==> config.mk <==
export PLATFORM = sky130hd
export DESIGN_NAME = ex_pipe_slice
export DESIGN_NICKNAME = d
export VERILOG_FILES = /design/src/rtl/ex_pipe_slice.sv
export SDC_FILE = /design/constraint.sdc
export NUM_CORES = 1
export LEC_CHECK = 0
export ABC_AREA = 1
export CORE_ASPECT_RATIO = 0.5
export CORE_MARGIN = 5
export CORE_UTILIZATION = 55
export DETAILED_ROUTE_END_ITERATION = 6
export PLACE_DENSITY = 0.79
export REMOVE_ABC_BUFFERS = 1
export SLEW_MARGIN = 25
export SYNTH_ARGS = -nofsm -noshare
export SYNTH_HDL_FRONTEND = slang
export SYNTH_SLANG_ARGS = --single-unit
==> constraint.sdc <==
create_clock -name clk -period 2.4 [get_ports clk]
set_input_delay 0.24 -clock clk [delete_from_list [all_inputs] [get_ports clk]]
set_output_delay 0.24 -clock clk [all_outputs]
set_load 0.02 [all_outputs]
==> src/rtl/ex_pipe_slice.sv <==
// ex_pipe_slice: MIPS execute slice with ID/EX and EX/MEM registers and the EX/MEM forwarding buses.
module ex_pipe_slice #(
    parameter int DATA_W = 32,
    parameter int ADDR_W = 5
) (
    input  logic              clk,
    input  logic              Rst_n,
    input  logic [2:0]        stall_i,
    input  logic              flush_i,
    input  logic [7:0]        id_aluop_i,
    input  logic [2:0]        id_alusel_i,
    input  logic [DATA_W-1:0] id_reg1_i,
    input  logic [DATA_W-1:0] id_reg2_i,
    input  logic [ADDR_W-1:0] id_wd_i,
    input  logic              id_wreg_i,
    output logic              ex_wreg_o,
    output logic [DATA_W-1:0] ex_wdata_o,
    output logic [ADDR_W-1:0] ex_wd_o,
    output logic              mem_wreg_o,
    output logic [DATA_W-1:0] mem_wdata_o,
    output logic [ADDR_W-1:0] mem_wd_o
);
    localparam int SA_W = $clog2(DATA_W);
    localparam logic [7:0] EXE_NOP_OP = 8'b0000_0000;
    localparam logic [7:0] EXE_AND_OP = 8'b0010_0100;
    localparam logic [7:0] EXE_OR_OP  = 8'b0010_0101;
    localparam logic [7:0] EXE_XOR_OP = 8'b0010_0110;
    localparam logic [7:0] EXE_NOR_OP = 8'b0010_0111;
    localparam logic [7:0] EXE_SLL_OP = 8'b0111_1100;
    localparam logic [7:0] EXE_SRL_OP = 8'b0000_0010;
    localparam logic [7:0] EXE_SRA_OP = 8'b0000_0011;
    localparam logic [2:0] EXE_RES_NOP   = 3'b000;
    localparam logic [2:0] EXE_RES_LOGIC = 3'b001;
    localparam logic [2:0] EXE_RES_SHIFT = 3'b010;

    logic [7:0]        aluop_q, aluop_d;
    logic [2:0]        alusel_q, alusel_d;
    logic [DATA_W-1:0] reg1_q, reg1_d, reg2_q, reg2_d;
    logic [ADDR_W-1:0] wd_q, wd_d;
    logic              wreg_q, wreg_d;
    logic              mem_wreg_q, mem_wreg_d;
    logic [DATA_W-1:0] mem_wdata_q, mem_wdata_d;
    logic [ADDR_W-1:0] mem_wd_q, mem_wd_d;
    logic              idex_clr, idex_ld, exmem_clr, exmem_ld;
    logic [SA_W-1:0]   sa;
    logic [DATA_W-1:0] logic_res, shift_res;

    always_comb begin
        sa        = reg1_q[SA_W-1:0];
        logic_res = aluop_q == EXE_OR_OP  ? reg1_q | reg2_q :
                    aluop_q == EXE_AND_OP ? reg1_q & reg2_q :
                    aluop_q == EXE_XOR_OP ? reg1_q ^ reg2_q :
                    aluop_q == EXE_NOR_OP ? ~(reg1_q | reg2_q) : '0;
        shift_res = aluop_q == EXE_SLL_OP ? reg2_q << sa :
                    aluop_q == EXE_SRL_OP ? reg2_q >> sa :
                    aluop_q == EXE_SRA_OP ? $unsigned($signed(reg2_q) >>> sa) : '0;
        ex_wdata_o = alusel_q == EXE_RES_LOGIC ? logic_res :
                     alusel_q == EXE_RES_SHIFT ? shift_res : '0;
        ex_wreg_o  = wreg_q;
        ex_wd_o    = wd_q;
    end

    // A stage stalled while its successor runs emits a bubble; a stalled successor holds.
    always_comb begin
        idex_clr    = flush_i | (stall_i[0] & ~stall_i[1]);
        idex_ld     = ~stall_i[1];
        exmem_clr   = flush_i | (stall_i[1] & ~stall_i[2]);
        exmem_ld    = ~stall_i[2];
        aluop_d     = idex_clr ? EXE_NOP_OP : idex_ld ? id_aluop_i : aluop_q;
        alusel_d    = idex_clr ? EXE_RES_NOP : idex_ld ? id_alusel_i : alusel_q;
        reg1_d      = idex_clr ? '0 : idex_ld ? id_reg1_i : reg1_q;
        reg2_d      = idex_clr ? '0 : idex_ld ? id_reg2_i : reg2_q;
        wd_d        = idex_clr ? '0 : idex_ld ? id_wd_i : wd_q;
        wreg_d      = idex_clr ? 1'b0 : idex_ld ? id_wreg_i : wreg_q;
        mem_wreg_d  = exmem_clr ? 1'b0 : exmem_ld ? ex_wreg_o : mem_wreg_q;
        mem_wdata_d = exmem_clr ? '0 : exmem_ld ? ex_wdata_o : mem_wdata_q;
        mem_wd_d    = exmem_clr ? '0 : exmem_ld ? ex_wd_o : mem_wd_q;
    end

    always_ff @(posedge clk) begin
        if (Rst_n) begin
            aluop_q     <= EXE_NOP_OP;
            alusel_q    <= EXE_RES_NOP;
            reg1_q      <= '0;
            reg2_q      <= '0;
            wd_q        <= '0;
            wreg_q      <= 1'b0;
            mem_wreg_q  <= 1'b0;
            mem_wdata_q <= '0;
            mem_wd_q    <= '0;
        end else begin
            aluop_q     <= aluop_d;
            alusel_q    <= alusel_d;
            reg1_q      <= reg1_d;
            reg2_q      <= reg2_d;
            wd_q        <= wd_d;
            wreg_q      <= wreg_d;
            mem_wreg_q  <= mem_wreg_d;
            mem_wdata_q <= mem_wdata_d;
            mem_wd_q    <= mem_wd_d;
        end
    end

    assign mem_wreg_o  = mem_wreg_q;
    assign mem_wdata_o = mem_wdata_q;
    assign mem_wd_o    = mem_wd_q;
endmodule

==> results of run 1 <==
==> timing repair <==
| item | CTS |
|---|---|
| pin swaps | 90 |
| hold endpoints to repair | 0 |
| cloned | 4 |
| setup buffers | 50 |
| endpoints found under the setup margin | 32 |
| gates resized for setup | 495 |
==> logic make-up after synthesis <==
logic type	after synthesis	share of synthesized area [%]
buf+inv	283	11.37
flops	119	22.09
fa+ha+maj	65	7.542
mux	1	0.09283
simple gates	1122	45.14
compound gates	259	13.76
==> routing by layer <==
metal	global-route usage, %	GRT overflow
met2	91.83	25
met1	75.65	2
met5	44.18	0
met3	65.68	2
met4	73.35	19
==> through the flow <==
| stage | instances | TNS, ps | utilization, % | setup slack (ps) | hold slack (ps) |
|---|---|---|---|---|---|
| global placement | 2448 | -8338 | 75.04 | -422.0 | 442.0 |
| floorplan | 1730 | -116620 | - | -1334 | 356.1 |
| CTS | 2534 | -5008 | 86.22 | -182.4 | 187.7 |
| detailed placement | 2448 | -8859 | 75.04 | -443.8 | 464.2 |
==> flow_summary.yaml, run 1 <==
sta:
  worst-ep-kind: "top-level output"
  postGrtWorstEndpoint: "ex_wdata_o[20]"
clocking:
  clk_path_buf_depth: 2
  ctsHtreeMaxLevel: 4
  numClockSinks: 119
  cts_buffers: 17
  holdBufCountCts: 0
  clockRootBuffer: "clkbuf_16"
logic_synthesis:
  synthTopCellsByArea: "dfxtp_1 22%, nand2_1 22%, nand3_1 15%, ha_1 7.5%, a21oi_1 5.6%"
  synth_most_common_cell: "nand2_1"
  syn_inst: 1849
  syn_area_mm2: 0.01078
  yosysSeqAreaShare_pct: 22.09
  ys_ff_latch: 119
  synth_common_cells: "620 x nand2_1, 323 x nand3_1, 145 x inv_1"
  yosys_most_used_dff: "dfxtp_1"
  synth_top_area_share_pct: 22.09
  synth-edff-count: 0
  synth_cell_types: 42
  async_flop_share_pct: 0
  yosys_warnings: 0
  synth.avg_cell_area_um2: 5.832
  synth_top_area_cell: "dfxtp_1"
placed_design:
  dp_hpwl_mm: 39.76
  io_buffer_count: 162
  place_area_mm2: 0.01453
  gp_congestion: 1.097
global_routing:
  grt_usage_pct: 76.61
  grt_max_degree: 82
  overflow: 48
floorplan:
  rows: 36
  ios: 163
  die_width_um: 208.0
  initial_core_util_pct: 55.67
  fp.dieH_um: 109.0
run_status:
  firstError: "[ERROR GRT-0232] Routing congestion too high. Check the congestion heatmap in the GUI."
  haltStage: "global routing"
  outcome: "did not finish"
==> inputs of run 2 (changes only) <==
--- a/config.mk
+++ b/config.mk
@@ -6,11 +6,10 @@
 export NUM_CORES = 1
 export LEC_CHECK = 0
 export ABC_AREA = 1
-export CORE_ASPECT_RATIO = 0.5
 export CORE_MARGIN = 5
-export CORE_UTILIZATION = 55
+export CORE_UTILIZATION = 40
 export DETAILED_ROUTE_END_ITERATION = 6
-export PLACE_DENSITY = 0.79
+export PLACE_DENSITY_LB_ADDON = 0.15
 export REMOVE_ABC_BUFFERS = 1
 export SLEW_MARGIN = 25
 export SYNTH_ARGS = -nofsm -noshare
==> flow_summary.yaml, run 2 <==
run_status:
  outcome: "complete, but fails checks"
  violations: "negative setup slack"
finish:
  syn_to_final_growth_pct: 62.71
  antennaDiodeCount: 0
  ff_latch_area_mm2: 0.002399
  num-fill-cells: 2478
  mostFrequentLayoutCells: "490 x nand2_1, 267 x buf_4, 194 x nand3_1, 143 x inv_1, 129 x clkdlybuf4s50_1"
  layout-drive-gt1-share_pct: 34.16
  post-route-util_pct: 65.65
  multi_input_area_mm2: 0.008787
  final_nets: 2387
  final_common_cell: "nand2_1"
worst_setup_path:
  crit_family: "simple AND/OR/NAND/NOR gates"
  arrival_ps: 2400
  worst-path-max-fanout: 6
  worst_path_max_delay_cell: "dfxtp_2"
  end_kind: "primary output"
  cp.required_ps: 2160
  crit_type: "reg2out"
  path_cells: "buf_12, inv_16, ha_1, or2_4, nand3_2, nand3_4, nand3_2, nand4_1, nand2_2, nand2_1, buf_2"
  crit_top_cell: "nand3_2"
  crit_buf_inv: 3
  start_kind: "register"
  cpPeakStageDelay_ps: 350
sta:
  fin_crit_ps: 2644
  fin_setup_tns_ps: -5549
  rsz0062_at_grt: "yes"
  max_slew_margin_pct: 52.11
  slew_viol_final: 0
  skew_ps: 9.721
  setup_viol: 33
  setup_ws_ps: -243.8
  post-route-period-util_pct: 110.2
  tightest_slew_ps: 718.3
  hold_viol_final: 0
  max_freq_mhz: 378.2
logic_synthesis:
  syn_area_mm2: 0.01078
  syn_inst: 1849
  synth_most_common_cell: "nand2_1"
  yosys.area_share.simple_pct: 45.14
  synth_compound_gate_area_share_pct: 13.76
  synthTopCellsByArea: "dfxtp_1 22%, nand2_1 22%, nand3_1 15%, ha_1 7.5%, a21oi_1 5.6%"
  synth_top_area_cell: "dfxtp_1"
  async_flop_share_pct: 0
  synth_mux_area_share_pct: 0.09283
  synthXorXnorAreaFrac_pct: 0
  yosys_most_used_dff: "dfxtp_1"
  synth-edff-count: 0
  yosys_warnings: 0
  synth_adder_area_share_pct: 7.542
  synth_top_family_by_area: "simple AND/OR/NAND/NOR gates"
  synth_top_area_share_pct: 22.09
  ys_ff_latch: 119
  synth.avg_cell_area_um2: 5.832
  yosysSeqAreaShare_pct: 22.09
  synth_common_cells: "620 x nand2_1, 323 x nand3_1, 145 x inv_1"
  synth_cell_types: 42
placed_design:
  io_buffer_count: 162
  gp_congestion: 1.035
  dp_hpwl_mm: 39.07
  dp_slack_ps: -454.3
global_routing:
  grt_pass1_vias: 13760
  overflow: 0
  grt_pass1_wl_mm: 80.36
  antenna_found_initial: 0
  grt_max_degree: 82
  grt_usage_pct: 33.96
route:
  firstDrtPassIters: 6
  wl_per_cell_um: 20.63
  drt-vias-per-instance: 5.579
  vias: 14450
  drc: 0
  drt-initial-drc-count: 1649
  ant_nets: 0
  wl_mm: 53.41
clocking:
  tritoncts: "yes"
  clk_latency_ps: 440
  cts_buffers: 17
  clk_pin_slew_ps: 60
  numClockSinks: 119
  holdBufCountCts: 0
  clk_path_buf_depth: 2
  clockRootBuffer: "clkbuf_16"
  ctsHtreeMaxLevel: 4
power:
  p_leak_nw: 8.378
  power_density_mw_per_mm2: 355.0
  peakVddDrop_uv: 515.7
floorplan:
  die_width_um: 174.2
  ios: 163
  rows: 60
  die-area_mm2: 0.03034
  fp.dieH_um: 174.2
  core_mm2: 0.02673
  initial_core_util_pct: 40.35
job:
  cap_violations: 0
worst_hold_path:
  hp-class: "in2reg"
[run 2: cell counts after synthesis]
No cell type changed its count.
[run 2: cell type report]
type / instances / share of cell area, %
timing repair buffer: 486 / 26.52
inverter: 164 / 3.766
clock buffer: 18 / 2.446
tap: 341 / 2.432
clock inverter: 14 / 1.077
multi-input combinational: 1447 / 50.09
sequential: 119 / 13.67
[run 2: layer usage]
layer / share of wire (%) / track usage [%]
met1: 42 / 45.63
met2: 46 / 55.59
met3: 8.0 / 5.916
met4: 3.5 / 10.66
met5: 0 / 0
[run 2: cell families (layout without fill, tap and decap cells)]
logic type      Yosys count  count (layout)
mux                       1               1
buf+inv                 283             682
simple gates           1122            1122
flops                   119             119
fa+ha+maj                65              65
compound gates          259             259
[run 2: power by group]
| group | switching, W | internal (W) |
|---|---|---|
| logic | 0.000754 | 0.000578 |
| clock network | 0.00115 | 0.00166 |
| registers | 0.0000542 | 0.00202 |
| total | 0.00196 | 0.00427 |
[run 2: final timing paths]
path | slack (ps) | cells past startpoint | startpoint | endpoint
max | -240 | 11 | reg1_q[0]$_SDFFE_PP0N_ | ex_wdata_o[30]
min | 350 | 3 | id_wd_i[1] | ex_wd_o[1]$_SDFFE_PP0N_
max reg2reg | -220 | 22 | reg1_q[0]$_SDFFE_PP0N_ | mem_wdata_o[2]$_SDFFE_PP0N_
min reg2reg | 460 | 2 | mem_wd_o[4]$_SDFFE_PP0N_ | mem_wd_o[4]$_SDFFE_PP0N_
[run 2: worst register-to-register path, stage by stage (launching register included)]
cell and delay, ps:
dfxtp_2 340, buf_12 150, inv_16 90, buf_12 140, nand2_2 80, buf_4 150, nand2_1 50, nand2_1 50
nand2_1 70, nand2_1 70, nand3_2 120, nand3_4 100, nand2_1 80, nand4_1 130, buf_4 180, buf_4 130
buf_4 120, buf_4 120, buf_4 120, buf_4 120, nand3_1 50, nand2_1 50, inv_1 50
[run 2: timing repair]
item / CTS / global route
buffers inserted: 25 / 11
endpoints found under the hold margin: 0 / 0
endpoints found under the setup margin: 32 / 33
pin swaps: 85 / 51
gates resized for setup: 477 / 175
gates cloned: 9 / 1
[run 2: stage by stage]
step                instances  hold slack, ps  area (um^2)  power [W]
finish                   2589           348.0        17540   0.006229
global route             2589           343.9        17540   0.006466
CTS                      2579           337.5        16800   0.006174
detailed placement       2513           453.7        14550   0.003233
global placement         2513           443.0        14550   0.003222
floorplan                1730           356.1        10190   0.002624
Power figures use the tool's default switching activity.
==> inputs of run 3 (changes only) <==
--- a/config.mk
+++ b/config.mk
@@ -9,7 +9,7 @@
 export CORE_MARGIN = 5
 export CORE_UTILIZATION = 40
 export DETAILED_ROUTE_END_ITERATION = 6
-export PLACE_DENSITY_LB_ADDON = 0.15
+export PLACE_DENSITY = 0.6
 export REMOVE_ABC_BUFFERS = 1
 export SLEW_MARGIN = 25
 export SYNTH_ARGS = -nofsm -noshare
==> flow_summary.yaml, run 3 (synthesis gave the netlist of run 2 again) <==
global_routing:
  overflow: 0
  grt_max_degree: 82
  grt_pass1_vias: 13990
  antenna_found_initial: 0
  grt_usage_pct: 33.71
  grt_pass1_wl_mm: 80.47
power:
  power_density_mw_per_mm2: 352.1
  p_sw_share_pct: 32.92
  total_power_w: 0.006243
  p_sw_w: 0.002055
  internal_power_w: 0.004188
  p_seq_share_pct: 33.3
  clkPwrFrac_pct: 45.3
  p_comb_share_pct: 21.4
  p_leak_nw: 8.522
  peakVddDrop_uv: 420.0
worst_setup_path:
  worst-path-max-fanout: 6
  end_kind: "primary output"
  crit_buf_inv: 4
  cp.required_ps: 2160
  regToRegSetupSlack_ps: 90
  start_kind: "register"
  crit_type: "reg2out"
  r2r-end: "mem_wdata_o[23]$_SDFFE_PP0N_"
  rr_worst_depth: 17
  cpPeakStageDelay_ps: 470
  crit_top_cell: "nand2_1"
  path_cells: "buf_12, buf_6, buf_6, nor2_1, nor2_1, nand2_1, nand2_2, nand2_1, nand3_1, nand2_1, nand3b_1, nand2_1, nand2_2, nand2_2, buf_6"
  worst_path_max_delay_cell: "dfxtp_4"
  arrival_ps: 2460
  crit_family: "simple AND/OR/NAND/NOR gates"
  r2r_start: "reg1_q[0]$_SDFFE_PP0N_"
floorplan:
  fp.dieH_um: 174.2
  rows: 60
  die_width_um: 174.2
  ios: 163
  core_mm2: 0.02673
  initial_core_util_pct: 40.35
  die-area_mm2: 0.03034
clocking:
  cts_buffers: 17
  holdBufCountCts: 0
  tritoncts: "yes"
  clockRootBuffer: "clkbuf_16"
  clk_pin_slew_ps: 70
  clk_path_buf_depth: 2
  ctsHtreeMaxLevel: 4
  clk_latency_ps: 440
  numClockSinks: 119
run_status:
  outcome: "complete, but fails checks"
  violations: "negative setup slack"
finish:
  final_common_cell: "nand2_1"
  multi_input_area_mm2: 0.008791
  num-fill-cells: 2460
  syn_to_final_growth_pct: 64.42
  layout-drive-gt1-share_pct: 35.17
  antennaDiodeCount: 0
  final_nets: 2402
  mostFrequentLayoutCells: "476 x nand2_1, 274 x buf_4, 198 x nand3_1, 142 x inv_1, 129 x clkdlybuf4s50_1"
  ff_latch_area_mm2: 0.002404
sta:
  max_freq_mhz: 371.0
  rsz0062_at_grt: "yes"
  skew_ps: 11.98
  hold_viol_final: 0
  fin_crit_ps: 2695
  tightest_slew_ps: 632.4
  setup_ws_ps: -295.4
  post-route-period-util_pct: 112.3
  max_slew_margin_pct: 57.84
  slew_viol_final: 0
  setup_viol: 32
worst_hold_path:
  hp-class: "in2reg"
  worstHoldStart: "id_aluop_i[2]"
  hold_end: "aluop_q[2]$_SDFFE_PP0N_"
  min_delay_path_depth: 3
placed_design:
  gp_congestion: 1.040
  io_buffer_count: 162
  dp_hpwl_mm: 39.20
  dp_slack_ps: -398.6
route:
  wl_mm: 53.81
  ant_nets: 0
  firstDrtPassIters: 5
  drc: 0
  wl_per_cell_um: 20.66
  drt-initial-drc-count: 1410
  drt-vias-per-instance: 5.567
  vias: 14500
job:
  cap_violations: 0
[run 3: cell count changes in the layout (fill, tap and decap cells not counted), moves of 5 or more]
cell / before / now
buf_12: 24 / 32
buf_4: 267 / 274
inv_8: 2 / 7
nand2_1: 490 / 476
nand2_2: 115 / 128
nor2_1: 105 / 98
o21ai_1: 39 / 44
o21bai_1: 11 / 17
[run 3: power by group through the flow]
stage | Combinational [W] | Clock, W | Sequential (W)
after global placement | 0.00111 | 0 | 0.00211
after CTS | 0.00125 | 0.00285 | 0.00207
after floorplan | 0.000477 | 0 | 0.00215
final | 0.00134 | 0.00283 | 0.00208
after detailed placement | 0.00112 | 0 | 0.00211
after global routing | 0.00144 | 0.00294 | 0.00208
[run 3: worst max-delay path by stage]
stage	startpoint	endpoint	cells after the start
after floorplan	stall_i[1]	mem_wdata_o[11]$_SDFFE_PP0N_	5
after global placement	reg1_q[0]$_SDFFE_PP0N_	ex_wdata_o[11]	11
after detailed placement	reg1_q[0]$_SDFFE_PP0N_	ex_wdata_o[11]	11
after CTS	reg1_q[0]$_SDFFE_PP0N_	ex_wdata_o[18]	14
after global routing	reg1_q[0]$_SDFFE_PP0N_	ex_wdata_o[28]	15
final	reg1_q[0]$_SDFFE_PP0N_	ex_wdata_o[28]	15
[run 3: metrics by stage]
stage,cell area [um^2],hold WS (ps),setup TNS (ps),std cells,utilization [%]
3_5_place_dp,14690,452.9,-9003,2518,54.97
4_1_cts,16840,335.9,-4209,2582,63.03
2_1_floorplan,10190,356.1,-116620,1730,-
5_1_grt,17730,346.4,-8673,2604,66.34
6_report,17730,342.2,-5742,2604,66.34
3_3_place_gp,14690,443.7,-8349,2518,54.97
[run 3: layout make-up]
cell class	count	area share, %
multi-input cells	1448	49.58
inverters	164	3.691
well taps	341	2.406
repair buffers	500	27.33
clock buffers	17	2.399
flip-flops and latches	119	13.56
clock inverters	15	1.037
[run 3: timing repair]
item,4_1_cts,5_1_grt
setup buffers,26,23
resized for setup,498,169
pin swaps,102,94
cloned,6,3
endpoints found under the hold margin,0,0
setup endpoints to repair,32,34
[run 3: per-layer routing]
| layer | global-route usage [%] | part of all wire (%) | up-vias | wire length [um] |
|---|---|---|---|---|
| met5 | 0 | 0 | - | 0 |
| met4 | 14.35 | 4.7 | 0 | 2525 |
| met3 | 5.916 | 8.1 | 132 | 4345 |
| met2 | 54.55 | 46 | 638 | 24490 |
| met1 | 44.22 | 42 | 6848 | 22450 |
| li1 | - | - | 6878 | - |
[run 3: worst min-delay path, stage by stage]
cell	delay, ps
clkdlybuf4s50_1	390
nand2_1	60
a21oi_1	50
